[config.mk]
export PLATFORM = sky130hd
export DESIGN_NAME = elastic_pipe_reg
export DESIGN_NICKNAME = d
export VERILOG_FILES = /design/src/rtl/elastic_pipe_reg.sv
export SDC_FILE = /design/constraint.sdc
export NUM_CORES = 1
export LEC_CHECK = 0
export ABC_AREA = 1
export CORE_ASPECT_RATIO = 0.7
export CORE_MARGIN = 2
export CORE_UTILIZATION = 52
export CTS_CLUSTER_DIAMETER = 150
export DETAILED_ROUTE_END_ITERATION = 12
export PLACE_DENSITY = 0.8
export SKIP_CTS_REPAIR_TIMING = 1
export SYNTH_ARGS = -nofsm -noshare
export SYNTH_HDL_FRONTEND = slang
export SYNTH_SLANG_ARGS = --single-unit
[constraint.sdc]
create_clock -name i_clk -period 3.19 [get_ports i_clk]
set_clock_uncertainty 0.2 [all_clocks]
set_input_delay 0.4785 -clock i_clk [delete_from_list [all_inputs] [get_ports i_clk]]
set_output_delay 0.4785 -clock i_clk [all_outputs]
set_load 0.05 [all_outputs]
[src/rtl/elastic_pipe_reg.sv]
// elastic_pipe_reg
// ----------------
// Back-pressurable register pipeline of DEPTH stages, each WIDTH bits wide,
// with a valid/ready handshake on both sides. Stage 0 is the input side and
// stage DEPTH-1 drives the outputs. Empty stages always accept a beat, even
// while downstream stalls, so bubbles collapse without costing throughput.
//
// Ports:
//   i_clk     clock, all state updates on posedge
//   i_arst_n  asynchronous reset, active-low
//   i_srst    synchronous clear, active-high (discards beats in flight)
//   i_valid   upstream data valid
//   i_data    upstream data, WIDTH bits
//   o_ready   pipeline can accept i_data this cycle (combinational from i_ready)
//   o_valid   stage DEPTH-1 holds valid data (direct from flop)
//   o_data    data of stage DEPTH-1 (direct from flop)
//   i_ready   downstream accepts o_data this cycle
//   o_count   number of valid stages, 0..DEPTH (derived from flops only)

module elastic_pipe_reg #(
  parameter int               WIDTH      = 8,
  parameter int               DEPTH      = 3,
  parameter logic [WIDTH-1:0] RESET_VAL  = '0,
  parameter bit               DATA_RESET = 1'b1
) (
  input  logic                       i_clk,
  input  logic                       i_arst_n,
  input  logic                       i_srst,
  input  logic                       i_valid,
  input  logic [WIDTH-1:0]           i_data,
  output logic                       o_ready,
  output logic                       o_valid,
  output logic [WIDTH-1:0]           o_data,
  input  logic                       i_ready,
  output logic [$clog2(DEPTH+1)-1:0] o_count
);

  localparam int CW = $clog2(DEPTH + 1);

  if (DEPTH < 1) begin : g_depth_check
    $error("elastic_pipe_reg: DEPTH must be >= 1");
  end
  if (WIDTH < 1) begin : g_width_check
    $error("elastic_pipe_reg: WIDTH must be >= 1");
  end

  logic [DEPTH-1:0] valid_r;
  logic [WIDTH-1:0] data_r     [DEPTH];
  logic [DEPTH-1:0] en_s;
  logic [DEPTH-1:0] in_valid_s;
  logic [WIDTH-1:0] in_data_s  [DEPTH];
  logic [CW-1:0]    count_s;

  // Stage enables: a stage may load when it is empty or everything below it
  // will move. Built as a running OR from the output side so no vector bit
  // depends on another bit of the same vector.
  always_comb begin
    logic acc_s;
    en_s  = '0;
    acc_s = i_ready;
    for (int k = DEPTH - 1; k >= 0; k--) begin
      acc_s   = acc_s | ~valid_r[k];
      en_s[k] = acc_s;
    end
  end

  // Incoming valid/data seen by each stage: upstream for stage 0, else the
  // stage on the input side of it.
  always_comb begin
    in_valid_s[0] = i_valid;
    in_data_s[0]  = i_data;
    for (int k = 1; k < DEPTH; k++) begin
      in_valid_s[k] = valid_r[k-1];
      in_data_s[k]  = data_r[k-1];
    end
  end

  // Valid bits: always reset, cleared by i_srst, otherwise shift on enable.
  always_ff @(posedge i_clk or negedge i_arst_n) begin
    if (!i_arst_n) begin
      valid_r <= '0;
    end else if (i_srst) begin
      valid_r <= '0;
    end else begin
      for (int k = 0; k < DEPTH; k++) begin
        if (en_s[k]) begin
          valid_r[k] <= in_valid_s[k];
        end
      end
    end
  end

  if (DATA_RESET) begin : g_data_rst
    // Data registers with reset/clear to RESET_VAL; load only real beats so
    // a bubble passing through leaves the previous data in place.
    always_ff @(posedge i_clk or negedge i_arst_n) begin
      if (!i_arst_n) begin
        for (int k = 0; k < DEPTH; k++) data_r[k] <= RESET_VAL;
      end else if (i_srst) begin
        for (int k = 0; k < DEPTH; k++) data_r[k] <= RESET_VAL;
      end else begin
        for (int k = 0; k < DEPTH; k++) begin
          if (en_s[k] && in_valid_s[k]) begin
            data_r[k] <= in_data_s[k];
          end
        end
      end
    end
  end else begin : g_data_norst
    // Data registers without reset; i_srst only drops valids, data holds.
    always_ff @(posedge i_clk) begin
      if (!i_srst) begin
        for (int k = 0; k < DEPTH; k++) begin
          if (en_s[k] && in_valid_s[k]) begin
            data_r[k] <= in_data_s[k];
          end
        end
      end
    end
  end

  // Occupancy: popcount of the valid flops, no input dependence.
  always_comb begin
    count_s = '0;
    for (int k = 0; k < DEPTH; k++) begin
      count_s = count_s + CW'(valid_r[k]);
    end
  end

  assign o_ready = en_s[0] & ~i_srst;
  assign o_valid = valid_r[DEPTH-1];
  assign o_data  = data_r[DEPTH-1];
  assign o_count = count_s;

endmodule
---- Yosys cells after proc, flatten, opt, wreduce, memory -nomap -nowiden ----
Index checks and enable logic that the tools add are counted.
word-level totals
  bits of input ports ..................... 13
  flip-flop bits (word level) ............. 27
  logic and storage cells ................. 33
  output and inout port bits .............. 12
cells by class
  bitwise logic cells ..................... 8
  multiplexer cells ....................... 8
  reduce and logical (&&, ||, !) cells .... 9
  $add $sub $neg .......................... 2
operators with widths
  operator              number
  two-way mux 24 bit    1
  two-way mux 8 bit     3
  nonzero test 2 bit    6
  NOT 1 bit             4
  logical AND 1 bit     3
  two-way mux 1 bit     3
  two-way mux 3 bit     1
  OR 1 bit              3
  adder 1 x 1 -> 2 bit  1
  adder 2 x 1 -> 2 bit  1
  bitwise AND 1 bit     1

---- Logic depth before layout (Yosys ltp) ----
  depth after elaboration ................. 7
  gate-level depth with buffers ........... 7
  mapped depth without buffers ............ 6

---- Worst setup path after synthesis ----
OpenSTA, ideal clock, no wires.
  path type ............................... register to output
  start point ............................. register valid_r[2]
  end point ............................... output o_count[0]
  arrival ................................. 1550 ps
  path slack .............................. 961 ps
  data required time ...................... 2511 ps
  stages on the path, launching flop included .. 2
  buffers on the path ..................... 0
  cells stage by stage .................... dfrtp_1 fa_1
on the way
  cells in the longest elaborated chain, start to end .. 1
ends and longest elaborated chain
  element                            RTL line  RTL
  from (decl)                        47        logic [DEPTH-1:0] valid_r;
  from (signal, indexed assignment)  87        valid_r[k] <= in_valid_s[k];
  adder 2 x 1 -> 2 bit               126       count_s = count_s + CW'(valid_r[k]);
  to (decl)                          35        output logic [$clog2(DEPTH+1)-1:0] o_count
Every way passes these cells.

---- Final worst setup path ----
  start point ............................. register valid_r[0]
  end point ............................... output o_count[0]
on the way
  cells in the longest elaborated chain, start to end .. 2
ends and longest elaborated chain
  element               RTL line
  adder 1 x 1 -> 2 bit  126
  adder 2 x 1 -> 2 bit  126
Every way passes these cells.

==> out/metrics.json <==
{
  "synth": {
    "synth_top_cells_by_area": "sky130_fd_sc_hd__dfrtp_1, sky130_fd_sc_hd__nand2_1, sky130_fd_sc_hd__nand3_1",
    "share_of_flip_flops_with_an_asynchronous_set_or_reset": 1.00,
    "synth_edf_count": 0,
    "yosys.area_share.adder": 0.0151,
    "multiplexer_share_of_the_synthesized_area": 0,
    "synth.largest_area_cell": "sky130_fd_sc_hd__dfrtp_1",
    "most_frequent_cells_after_synthesis": "sky130_fd_sc_hd__nand2_1, sky130_fd_sc_hd__dfrtp_1, sky130_fd_sc_hd__inv_1, sky130_fd_sc_hd__nand3_1, sky130_fd_sc_hd__nor2_1",
    "synth-seq-cells": 27,
    "yosys_warnings": 0,
    "yosys.area_share.xor_xnor": 0,
    "postSynthNetCount": 177,
    "synth_top_cell_area_share": 0.510,
    "yosys_most_used_dff": "sky130_fd_sc_hd__dfrtp_1",
    "synth-simple-area-share": 0.300,
    "synth.lib_cells_used.distinct": 15,
    "synthMostInstantiatedCell": "sky130_fd_sc_hd__nand2_1",
    "avg_inst_size_synth_um2": 8.13,
    "syn_inst": 163,
    "largest_family_of_logic_cells_by_synthesized_area": "simple AND/OR/NAND/NOR gates",
    "synth_sequential_area_ratio": 0.510,
    "synth_compound_gate_area_share": 0.0415,
    "mappedNetlistArea_mm2": 0.00133
  },
  "placement": {
    "numPortBuffers": 24,
    "gpl.final_weighted_congestion": 0.768,
    "post-dp-hpwl_mm": 1.79
  },
  "timing": {
    "setup_viol": 0,
    "hold_viol": 0,
    "setup-tns-final_ns": 0,
    "worst_pin_slew_ns": 0.497,
    "min_period_ns": 2.94,
    "achievable-frequency_mhz": 340,
    "max-slew-margin-rel": 0.667,
    "rsz0062_at_grt": "false",
    "period_share": 0.921,
    "timing_max_transition_violations_final": 0
  },
  "job": {
    "timing.max_cap.violations": 0
  },
  "power_and_ir_drop": {
    "total_leakage_power_nw": 0.770,
    "vdd.ir_drop.worst_mv": 0.302,
    "total_power_per_unit_cell_area_mw_per_mm2": 388
  },
  "worst_setup_path": {
    "timing.critical_path.slowest_cell_delay_ns": 0.79,
    "slowest_stage": "sky130_fd_sc_hd__clkdlybuf4s50_1",
    "crit_path_end_kind": "output pin",
    "crit_fanout": 11,
    "reg2reg_slack_ns": 1.70,
    "cell_chain_critical_path": "fa_1 > clkdlybuf4s50_1",
    "critPathTopFamily": "buffers and inverters",
    "worstPathRequired_ns": 2.51,
    "length_in_cells_of_the_worst_reg_to_reg_path": 5,
    "worstReg2RegEnd": "data_r[17]",
    "setup.worst_path.start_class": "flop",
    "critical_path_class": "reg -> out",
    "critical_path.reg2reg.startpoint": "valid_r[0]",
    "critical_path.n_buffers_inverters": 1,
    "worstPathArrival_ns": 2.26
  },
  "finish": {
    "layout.core_utilization": 0.637,
    "final_net_count": 194,
    "antenna_cells_inserted": 0,
    "syn2layout_area_growth_pct": 17.3,
    "post_route_cells_drive_above_1_share": 0.0670
  },
  "clock_network": {
    "cts_num_sinks": 27,
    "ctsRootBufferMaster": "sky130_fd_sc_hd__clkbuf_4",
    "max-clock-path-buffers": 2,
    "clk_lat_worst_skew_ns": 0.32,
    "worst_path_clk_slew_ns": 0.14,
    "htree_levels": 1,
    "tritoncts.num_buffers": 3,
    "cts_tree": "built"
  },
  "global_routing": {
    "antenna_found_initial": 0,
    "grt_overflow_total": 0,
    "grtUsageTotal": 0.197,
    "grt_max_degree": 28,
    "first_global_vias": 967,
    "grt_first_pass_wirelength_mm": 4.28
  },
  "min_path": {
    "holdCritPathClass": "in -> async"
  },
  "floorplanning": {
    "core_footprint_mm2": 0.00244,
    "floorplan.initialDensity": 0.543,
    "floorplan_row_count": 15,
    "floorplan.die_area_mm2": 0.00297,
    "die_width_um": 64.3,
    "die_y_um": 46.2,
    "top_level_ports": 25
  },
  "routing": {
    "wl_per_cell_um": 11.5,
    "dr.first_iter.drc_count": 52,
    "drt_first_pass_iters": 4,
    "route.vias.total": 1046,
    "drc": 0,
    "wl_mm": 2.44,
    "detail_route.vias_per_cell": 4.91,
    "route.antenna.remaining_nets": 0
  },
  "run_status": {
    "status": "completed"
  }
}
==> how the worst max path moves through the flow <==
| stage | from | to | cells past startpoint |
|---|---|---|---|
| after global placement | valid_r[0] | o_count[0] | 2 |
| final | valid_r[0] | o_count[0] | 2 |
| after floorplan | valid_r[2] | o_count[0] | 1 |
| after detailed placement | valid_r[0] | o_count[0] | 2 |
| after global routing | valid_r[0] | o_count[0] | 2 |
| after CTS | valid_r[0] | o_count[0] | 2 |
==> placed cells by master, fill, tap and decap left out <==
cell type                         Yosys  routed
sky130_fd_sc_hd__nand2_1             55      55
sky130_fd_sc_hd__dfrtp_1             27      27
sky130_fd_sc_hd__clkdlybuf4s50_1      0      23
sky130_fd_sc_hd__inv_1               18      18
sky130_fd_sc_hd__nand3_1             16      16
sky130_fd_sc_hd__nor2_1              15      15
sky130_fd_sc_hd__o21ai_0             11      11
sky130_fd_sc_hd__clkbuf_4             0       3
sky130_fd_sc_hd__nand2_2              2       2
sky130_fd_sc_hd__buf_4                9       2
sky130_fd_sc_hd__nand4_4              1       1
sky130_fd_sc_hd__inv_2                1       1
sky130_fd_sc_hd__nand2_4              1       1
sky130_fd_sc_hd__nand3_2              1       1
sky130_fd_sc_hd__fa_1                 1       1
sky130_fd_sc_hd__clkbuf_1             0       1
sky130_fd_sc_hd__buf_12               0       1
==> metrics by stage <==
step | hold slack (ns) | worst slack [ns] | power, mW | area [µm²] | instances
after floorplan | -0.0171 | 0.961 | 0.428 | 1330 | 163
after global placement | 0.296 | 0.665 | 0.460 | 1530 | 209
after detailed placement | 0.298 | 0.607 | 0.464 | 1530 | 209
after CTS | 0.318 | 0.236 | 0.609 | 1550 | 213
after global routing | 0.339 | 0.174 | 0.632 | 1550 | 213
final | 0.304 | 0.252 | 0.602 | 1550 | 213
==> cells by family (layout without fill, tap and decap cells) <==
family / Yosys count / count (layout)
simple gates: 91 / 91
buf+inv: 33 / 49
flops: 27 / 27
compound gates: 11 / 11
fa+ha+maj: 1 / 1
==> layout make-up <==
class                           instances  area, µm²
Clock buffer                            4       26.3
Sequential cell                        27        676
Timing Repair Buffer                   26        265
Multi-Input combinational cell        103        473
Fill cell                             211        886
Inverter                               19       71.3
Tap cell                               34       42.5
==> flip-flops by register name (all words and copies together), names as in the netlist <==
signal / count
data_r: 16
o_data: 8
valid_r: 3
==> power by group <==
part,leakage (nW),internal (mW),switching (mW)
logic,0.388,0.0354,0.0581
registers,0.367,0.354,0.00835
clock network,0.0150,0.0491,0.0972
total,0.770,0.439,0.164
==> routing by layer <==
metal,GRT usage,vias to the layer above,part of all wire
li1,-,522,-
met1,0.259,487,0.47
met2,0.317,32,0.46
met3,0.0465,5,0.059
met4,0.0979,0,0.015
met5,0,-,0
Note: power is estimated with default switching activity, not from simulation.
